--- config.mk ---
export PLATFORM = sky130hd
export DESIGN_NAME = board_ram_ctrl
export DESIGN_NICKNAME = d
export VERILOG_FILES = /design/src/rtl/board_ram_ctrl.sv
export SDC_FILE = /design/constraint.sdc
export NUM_CORES = 1
export LEC_CHECK = 0
export CORE_UTILIZATION = 60
export CTS_CLUSTER_SIZE = 30
export DETAILED_ROUTE_END_ITERATION = 10
export PLACE_DENSITY_LB_ADDON = 0.12
export SYNTH_ARGS = -nofsm -noshare
export SYNTH_HDL_FRONTEND = slang
export SYNTH_SLANG_ARGS = --single-unit
--- constraint.sdc ---
create_clock -name clk -period 7.3 [get_ports clk]
set_input_delay 1.095 -clock clk [delete_from_list [all_inputs] [get_ports clk]]
set_output_delay 1.095 -clock clk [all_outputs]
set_load 0.005 [all_outputs]
--- src/rtl/board_ram_ctrl.sv ---
// board_ram_ctrl: multi-board cell memory for the warships game.
// One RAM holds N_BOARDS boards of X_SIZE x Y_SIZE cells. Port A is a
// req/ack read/write port with range checking. Port B is a free-running
// read port for the draw pipeline. A sweep sequencer zeroes the whole RAM
// after reset, or a single board on request. The array itself has no reset
// so that it can map onto block RAM.
module board_ram_ctrl #(
  parameter int unsigned N_BOARDS     = 32'd2,
  parameter int unsigned X_SIZE       = 32'd12,
  parameter int unsigned Y_SIZE       = 32'd12,
  parameter int unsigned X_ADDR_WIDTH = 32'd4,
  parameter int unsigned Y_ADDR_WIDTH = 32'd4,
  parameter int unsigned B_ADDR_WIDTH = 32'd1,
  parameter int unsigned DATA_WIDTH   = 32'd2
) (
  input  logic                    clk,
  input  logic                    rst,
  input  logic                    clear_req,
  input  logic [B_ADDR_WIDTH-1:0] clear_board,
  output logic                    busy,
  output logic                    clear_done,
  input  logic                    a_req,
  input  logic                    a_we,
  input  logic [B_ADDR_WIDTH-1:0] a_board,
  input  logic [X_ADDR_WIDTH-1:0] a_x,
  input  logic [Y_ADDR_WIDTH-1:0] a_y,
  input  logic [DATA_WIDTH-1:0]   a_wdata,
  output logic                    a_ack,
  output logic [DATA_WIDTH-1:0]   a_rdata,
  output logic                    a_err,
  input  logic [B_ADDR_WIDTH-1:0] b_board,
  input  logic [X_ADDR_WIDTH-1:0] b_x,
  input  logic [Y_ADDR_WIDTH-1:0] b_y,
  output logic [DATA_WIDTH-1:0]   b_rdata
);

  localparam int unsigned CELLS_PER_BOARD = X_SIZE * Y_SIZE;
  localparam int unsigned DEPTH           = N_BOARDS * CELLS_PER_BOARD;
  localparam int unsigned IDX_W           = (DEPTH > 32'd1) ? $clog2(DEPTH) : 32'd1;

  localparam logic [IDX_W-1:0] IDX_ZERO   = {IDX_W{1'b0}};
  localparam logic [IDX_W-1:0] IDX_ONE    = IDX_W'(1'b1);
  localparam logic [IDX_W-1:0] LAST_CELL  = IDX_W'(DEPTH - 32'd1);
  localparam logic [IDX_W-1:0] BOARD_SPAN = IDX_W'(CELLS_PER_BOARD - 32'd1);
  localparam logic [DATA_WIDTH-1:0] DATA_ZERO = {DATA_WIDTH{1'b0}};

  typedef enum logic [1:0] {
    ST_IDLE        = 2'd0,
    ST_CLEAR_ALL   = 2'd1,
    ST_CLEAR_BOARD = 2'd2
  } state_e;

  // Linear cell index; every term is widened to the full index width
  // before multiplying so nothing is truncated ahead of the final sum.
  function automatic logic [IDX_W-1:0] cell_index(
    input logic [B_ADDR_WIDTH-1:0] board,
    input logic [X_ADDR_WIDTH-1:0] x,
    input logic [Y_ADDR_WIDTH-1:0] y
  );
    logic [IDX_W-1:0] board_w;
    logic [IDX_W-1:0] x_w;
    logic [IDX_W-1:0] y_w;
    board_w = IDX_W'(board);
    x_w     = IDX_W'(x);
    y_w     = IDX_W'(y);
    return (board_w * IDX_W'(CELLS_PER_BOARD)) + (y_w * IDX_W'(X_SIZE)) + x_w;
  endfunction

  // True when the coordinate names a real cell of a real board.
  function automatic logic addr_in_range(
    input logic [B_ADDR_WIDTH-1:0] board,
    input logic [X_ADDR_WIDTH-1:0] x,
    input logic [Y_ADDR_WIDTH-1:0] y
  );
    return (32'(x) < X_SIZE) && (32'(y) < Y_SIZE) && (32'(board) < N_BOARDS);
  endfunction

  // Sweep sequencer state
  state_e           state_q;
  logic [IDX_W-1:0] clr_ptr_q;
  logic [IDX_W-1:0] clr_last_q;
  logic             busy_q;
  logic             clear_done_q;

  // Port A / port B qualifier registers
  logic             a_ack_q;
  logic             a_err_q;
  logic             a_rd_ok_q;
  logic             b_ok_q;

  // RAM and its raw read registers (no reset, BRAM friendly)
  logic [DATA_WIDTH-1:0] mem_q [DEPTH];
  logic [DATA_WIDTH-1:0] a_raw_q;
  logic [DATA_WIDTH-1:0] b_raw_q;

  // Combinational helpers
  logic [IDX_W-1:0]      a_idx_s;
  logic                  a_in_range_s;
  logic [IDX_W-1:0]      b_idx_s;
  logic                  b_in_range_s;
  logic [IDX_W-1:0]      clr_base_s;
  logic                  clr_board_ok_s;
  logic                  sweeping_s;
  logic                  a_accept_s;
  logic                  ram_we_s;
  logic [IDX_W-1:0]      ram_addr_s;
  logic [DATA_WIDTH-1:0] ram_wdata_s;

  // Address decode for both ports and for the clear request.
  always_comb begin
    a_idx_s        = cell_index(a_board, a_x, a_y);
    a_in_range_s   = addr_in_range(a_board, a_x, a_y);
    b_idx_s        = cell_index(b_board, b_x, b_y);
    b_in_range_s   = addr_in_range(b_board, b_x, b_y);
    clr_base_s     = cell_index(clear_board, {X_ADDR_WIDTH{1'b0}}, {Y_ADDR_WIDTH{1'b0}});
    clr_board_ok_s = (32'(clear_board) < N_BOARDS);
  end

  // Shared RAM port: the sweep owns it while clearing, port A otherwise.
  // A clear request in the same cycle blocks port A, and no access is
  // accepted in the cycle its ack is showing.
  always_comb begin
    sweeping_s  = (state_q != ST_IDLE);
    a_accept_s  = 1'b0;
    ram_we_s    = 1'b0;
    ram_addr_s  = a_idx_s;
    ram_wdata_s = a_wdata;
    if (sweeping_s) begin
      ram_we_s    = 1'b1;
      ram_addr_s  = clr_ptr_q;
      ram_wdata_s = DATA_ZERO;
    end else begin
      a_accept_s = a_req & ~clear_req & ~a_ack_q;
      ram_we_s   = a_accept_s & a_we & a_in_range_s;
    end
  end

  // Sweep sequencer: walks clr_ptr_q up to clr_last_q writing zeros, then idles.
  always_ff @(posedge clk or posedge rst) begin
    if (rst) begin
      state_q      <= ST_CLEAR_ALL;
      clr_ptr_q    <= IDX_ZERO;
      clr_last_q   <= LAST_CELL;
      busy_q       <= 1'b1;
      clear_done_q <= 1'b0;
    end else begin
      case (state_q)
        ST_IDLE: begin
          clear_done_q <= 1'b0;
          if (clear_req && clr_board_ok_s) begin
            state_q    <= ST_CLEAR_BOARD;
            clr_ptr_q  <= clr_base_s;
            clr_last_q <= clr_base_s + BOARD_SPAN;
            busy_q     <= 1'b1;
          end else begin
            state_q    <= ST_IDLE;
            busy_q     <= 1'b0;
          end
        end
        ST_CLEAR_ALL, ST_CLEAR_BOARD: begin
          if (clr_ptr_q == clr_last_q) begin
            state_q      <= ST_IDLE;
            busy_q       <= 1'b0;
            clear_done_q <= 1'b1;
          end else begin
            clr_ptr_q    <= clr_ptr_q + IDX_ONE;
            busy_q       <= 1'b1;
            clear_done_q <= 1'b0;
          end
        end
        default: begin
          state_q      <= ST_CLEAR_ALL;
          clr_ptr_q    <= IDX_ZERO;
          clr_last_q   <= LAST_CELL;
          busy_q       <= 1'b1;
          clear_done_q <= 1'b0;
        end
      endcase
    end
  end

  // Port A handshake and result qualifiers, port B range qualifier.
  always_ff @(posedge clk or posedge rst) begin
    if (rst) begin
      a_ack_q   <= 1'b0;
      a_err_q   <= 1'b0;
      a_rd_ok_q <= 1'b0;
      b_ok_q    <= 1'b0;
    end else begin
      a_ack_q   <= a_accept_s;
      a_err_q   <= a_accept_s & ~a_in_range_s;
      a_rd_ok_q <= a_accept_s & a_in_range_s & ~a_we;
      b_ok_q    <= b_in_range_s;
    end
  end

  // Cell array: one read/write port plus one read-only port, both read-first.
  always_ff @(posedge clk) begin
    if (ram_we_s) begin
      mem_q[ram_addr_s] <= ram_wdata_s;
    end
    a_raw_q <= mem_q[ram_addr_s];
    b_raw_q <= mem_q[b_idx_s];
  end

  assign busy       = busy_q;
  assign clear_done = clear_done_q;
  assign a_ack      = a_ack_q;
  assign a_err      = a_err_q;
  assign a_rdata    = a_rd_ok_q ? a_raw_q : DATA_ZERO;
  assign b_rdata    = b_ok_q ? b_raw_q : DATA_ZERO;

endmodule
== Word-level counts from Yosys, hierarchy flattened ==
Memories as Yosys holds them, arrays and structs flattened. A register that Yosys moved wholly into a read port is not among the register bits.
Cells that the tools add are included.

* Register bits after elaboration: 26
* Bits in latches: 0
* Memory bits (writable): 576
* Bits in read-only memories: 0
* Output and inout bits: 8
* Memories: 1

* Add/subtract/negate cells: 6
* $mul: 5
* Divide/modulo/power cells: 0
* Magnitude comparators: 4
* Equality and inequality tests: 6
* Shifts and indexed selects: 0
* Muxes and demuxes: 21
* Bitwise logic cells: 12
* Reduce and logical (&&, ||, !) cells: 7

{| class="wikitable"
|+ Memories
! memory !! words !! width !! read ports !! clocked after Yosys merged registers in !! write ports !! RTL line !! RTL
|-
| mem_q || 288 || 2 || 2 || 2 || 1 || 92 || <nowiki>logic [DATA_WIDTH-1:0] mem_q [DEPTH];</nowiki>
|}

{| class="wikitable"
|+ Operator list
! kind !! number
|-
| $mux W9 || 4
|-
| $pmux W9 S2 || 2
|-
| $add A9 B4 Y9 || 2
|-
| $add A9 B8 Y9 || 2
|-
| $lt A4 B4 Y1 const B || 4
|-
| $mul A1 B4 Y5 const B || 3
|-
| $mul A4 B2 Y6 const B || 2
|-
| $mux W2 || 5
|-
| $add A9 B1 Y9 const B || 1
|-
| $add A9 B8 Y9 const B || 1
|-
| $eq A9 B9 Y1 || 1
|-
| $mux W1 || 8
|-
| $and A1 B1 Y1 || 7
|-
| $ne A2 B2 Y1 const B || 3
|-
| $not A1 Y1 || 5
|-
| $pmux W2 S2 || 1
|-
| $reduce_and A2 Y1 || 2
|-
| $eq A2 B1 Y1 const B || 1
|-
| $eq A2 B2 Y1 const B || 1
|-
| $logic_and A1 B1 Y1 || 2
|-
| $logic_not A2 Y1 || 1
|-
| $pmux W1 S2 || 1
|-
| $reduce_bool A2 Y1 || 1
|-
| $reduce_or A2 Y1 || 1
|}

== Logic depth before layout (Yosys ltp) ==
* Depth in word-level cells: 8
* Depth in mapped cells: 15

== Worst setup path after synthesis ==
No wires, ideal clock.

* Path type: register to register
* Start: register state_q[1]
* End: memory mem_q[0][0] in the netlist's numbering (data pin)
* Library setup time: 950 ps
* Arrival: 4865 ps
* Slack: 1486 ps
* Stages on the path, launching flop included: 7
* Path through: dfrtp_1 inv_1 ha_1 buf_6 buf_2 clkbuf_1 and2_1

* Longest elaborated chain between the ends: 2

{| class="wikitable"
|+ RTL lines
! element !! RTL line !! RTL
|-
| from (decl) || 79 || <nowiki>state_e state_q;</nowiki>
|-
| from (signal assigned) || 141 || <nowiki>state_q <= ST_CLEAR_ALL;</nowiki>
|-
| from (signal assigned) || 151 || <nowiki>state_q <= ST_CLEAR_BOARD;</nowiki>
|-
| from (signal assigned) || 156 || <nowiki>state_q <= ST_IDLE;</nowiki>
|-
| $reduce_bool A2 Y1 || 123 || <nowiki>sweeping_s = (state_q != ST_IDLE);</nowiki>
|-
| $mux W2 || 128 || <nowiki>if (sweeping_s) begin</nowiki>
|-
| via ram_wdata_s[0] || 107 || <nowiki>logic [DATA_WIDTH-1:0] ram_wdata_s;</nowiki>
|-
| to (decl) || 92 ||
|}

The timed path passes the listed nets, and every way through them passes these cells.

== Final worst setup path ==
* Start: input port a_y[1]
* End: memory mem_q[253][0] in the netlist's numbering, enable pin

* Longest elaborated chain between the ends: 6
* Elaborated cells between the ends (all ways): 10
* Classes of those cells: add/sub (2); mul (1); order compare (1); mux (4); bitwise (1); reduce/logical (1)

{| class="wikitable"
|+ RTL lines
! element !! RTL line !! RTL
|-
| from (decl) || 26 || <nowiki>input logic [Y_ADDR_WIDTH-1:0] a_y,</nowiki>
|-
| parallel branches: the longest is 6 deep, another holds $add A9 B8 Y9 || n/a ||
|}

Several ways; the timed one is not identified.

==> metrics.cfg <==
[synth]
synth-seq-cells=599
ys_async_sr_fraction_pct=3.172
yosysWarnings=0
syn_area_um2=30310
yosysUniqueCellTypes=74
synthFlopType=edfxtp_1
syn_inst=2210
ys_seq_area_share_pct=58.92
synth-edff-count=576
synthesis.nets=2259
syn_avg_cell_area_um2=13.71

[final_layout]
nNetsFinal=2255
post-route-util_pct=67.77
antenna_cells=0
drive_above_1_share_pct=18.27
area_growth_syn_to_layout_pct=10.36

[critical_path]
cp-start-kind=primary input
cpMostUsedCell=ha_1
r2r_setup_slack_ns=2.45
cp.required_ns=7.60
reg2reg_to=mem_q[145][0]
cp_max_fo=16
path_class=in -> reg
cp.arrival_ns=5.35
reg2reg_depth=8
cpMaxStageDelayCell=clkdlybuf4s50_1
cp_cell_sequence=clkdlybuf4s50_1, ha_1, fa_1, ha_1, nand3_1, a21o_1, or4_1, a31oi_1, and3_1, nand2_1, nor2_1
end_kind=flop
timing.rr.start=state_q[1]
startpoint=a_y[1]
max_stage_delay_ns=0.54

[clocking]
cts_tree=built
ctsHoldBuffers=0
cts_sinks=599
clkLatencyLatePin_ns=0.61
clk_pin_slew_ns=0.06
htreeDepth=3
cts.path.max_buffers=3
post_cts_resized=0
numCtsBuffers=66
cts-root-buf=clkbuf_16
postCtsSetupBuffers=0

[grt]
busiest_layer=met2
grtUsageTotal_pct=37.47
overflow=0
gr-usage-met1_pct=49.99
grt_pass1_wl_um=137200
grt_max_degree=215
antenna_found_initial=1
grtUsageMet2_pct=56.46
use_met3_pct=11.13
grt_pass1_vias=21070

[timing]
worst_pin_slew_ns=1.210
fin_crit_ns=5.048
drv_slew=0
setup_viol_count_final=0
fin_crit_sh_pct=69.15
skew_ns=0.01711
rsz0062_at_grt=no
finalHoldViolCount=0
setup_tns_ns=0
relSlewSlack_pct=18.46
fmax_ghz=0.1981

[routing]
drtAntennaViolNets=0
drc=0
vias_per_cell=7.223
firstDrtPassIters=6
routed_wl_um=92850
vias=21120
avgRoutedWirePerCell_um=31.75
drtIter0Drc=3427

[floorplanning]
die_y_um=226.8
io_pins=34
die_w_um=226.8
row_count=81
die_area_um2=51420
initial_utilization_pct=61.41
core_um2=49360

[place]
gp_congestion=0.9478
dpl.hpwl_um=57500
port-buffer-count=33

[flow_run]
drv_cap=0

[power]
power.density_nw_per_um2=327.5
ir_drop_mv=0.2892
cellLeakagePower_nw=10.95

[outcome]
outcome=finished, final reports clean

[worst_hold_path]
holdPathStages=1
hold_path_end=clr_last_q[4]
min-delay-path-class=reg -> reg
worstHoldStart=clr_last_q[4]

metal layers:
layer | share of wire (%) | wire length [µm]
met3 | 14 | 13410
met4 | 5.8 | 5361
met1 | 35 | 32230
met2 | 45 | 41850
met5 | 0 | 0
synthesized netlist by cell type (5+ instances only):
cell type	n	share of area [%]
a211oi_1	9	0.22
mux4_2	215	16
nand2b_1	6	0.12
mux2i_1	94	3.1
edfxtp_1	576	57
clkbuf_1	85	1.1
mux2_2	5	0.19
nor2_1	337	4.2
o211ai_1	7	0.17
dfrtp_1	16	1.3
o21ai_0	30	0.50
buf_4	9	0.22
a21o_1	5	0.12
nor2b_1	8	0.17
a32oi_1	14	0.40
a2111oi_0	6	0.17
nand4_1	26	0.54
nand2_1	311	3.9
nand3_1	82	1.4
o31ai_1	10	0.25
buf_2	43	0.71
xnor2_1	7	0.20
buf_6	15	0.56
inv_1	19	0.24
a221oi_1	28	0.81
a22oi_1	21	0.52
nor3_1	10	0.17
and2_1	10	0.21
and3_1	27	0.56
a21oi_1	33	0.54
a31oi_1	28	0.58
ha_1	19	0.78
buf_1	12	0.15
a311oi_1	12	0.35
through the flow:
stage	instance area [µm²]	total power, mW	worst slack, ns	std cells	hold slack, ns
final	33450	10.96	2.252	2924	0.5229
after global routing	33450	11.22	2.043	2924	0.5332
after CTS	33440	10.84	2.085	2923	0.5219
after detailed placement	31280	7.540	1.444	2801	0.5134
after global placement	31280	7.504	1.307	2801	0.5086
after floorplan	30310	6.317	1.486	2210	0.4912
layout by cell type, fill, tap and decap left out, types with 10 or more instances in the layout:
cell type,synthesis,final
a21oi_1,33,33
a221oi_1,28,28
a22oi_1,21,21
a311oi_1,12,12
a31oi_1,28,28
a32oi_1,14,14
and3_1,27,27
buf_4,9,54
clkbuf_1,85,11
clkbuf_16,0,67
clkdlybuf4s50_1,0,31
clkinv_2,0,17
dfrtp_1,16,16
edfxtp_1,576,576
ha_1,19,18
inv_1,19,18
mux2i_1,94,91
mux4_2,215,215
nand2_1,311,311
nand3_1,82,82
nand4_1,26,26
nor2_1,337,332
nor3_1,10,10
o21ai_0,30,30
flip-flops by register name, summed over array words and instances (netlist names):
name and count:
b_ok_q 1, a_ack 1, clr_last_q 2, busy 1, a_err 1, a_rd_ok_q 1, a_raw_q 2, b_raw_q 2
mem_q 576, clr_ptr_q 9, state_q 2, clear_done 1
power breakdown:
part           internal [mW]  leakage, nW  total [mW]  switching (mW)
clock                   1.96         1.06        3.35            1.39
sequential              4.06         5.50        4.11          0.0484
combinational           1.07         4.38        3.50            2.43
total                   7.09         10.9        11.0            3.87
logic make-up after synthesis:
group                      count (synthesis)  synth area share, %
xor gates and xnor gates                  12               0.3922
buffers and inverters                    183                2.927
DFF                                      599                58.92
muxes                                    317                19.40
AOI/OAI and AO/OA                        242                5.784
adders and majority gates                 23                1.049
and+or+nand+nor                          834                11.53
worst max-delay path: cells and delay by family:
family	cells	cell delay [ns]
buffers and inverters	1	0.54
adder cells (fa/ha/maj)	3	1.03
AND/OR/NAND/NOR	5	1.95
AO/OA/AOI/OAI	2	0.73
worst max-delay path by stage:
stage / to / slack [ns] / cells past startpoint
detailed placement: mem_q[84][0] / 1.44 / 8
CTS: mem_q[84][1] / 2.08 / 8
floorplan: mem_q[0][0] / 1.49 / 6
global route: mem_q[244][1] / 2.04 / 11
finish: mem_q[253][0] / 2.25 / 11
global placement: mem_q[115][1] / 1.31 / 7
cell type report:
class	instances	area, µm²
Multi-Input combinational cell	1428	11680
Fill cell	3511	15910
Timing Repair Buffer	92	850.8
Inverter	19	71.32
Tap cell	664	830.8
Sequential cell	599	17860
Clock buffer	79	1732
Clock inverter	43	427.9
(Power assumes the default switching activity.)
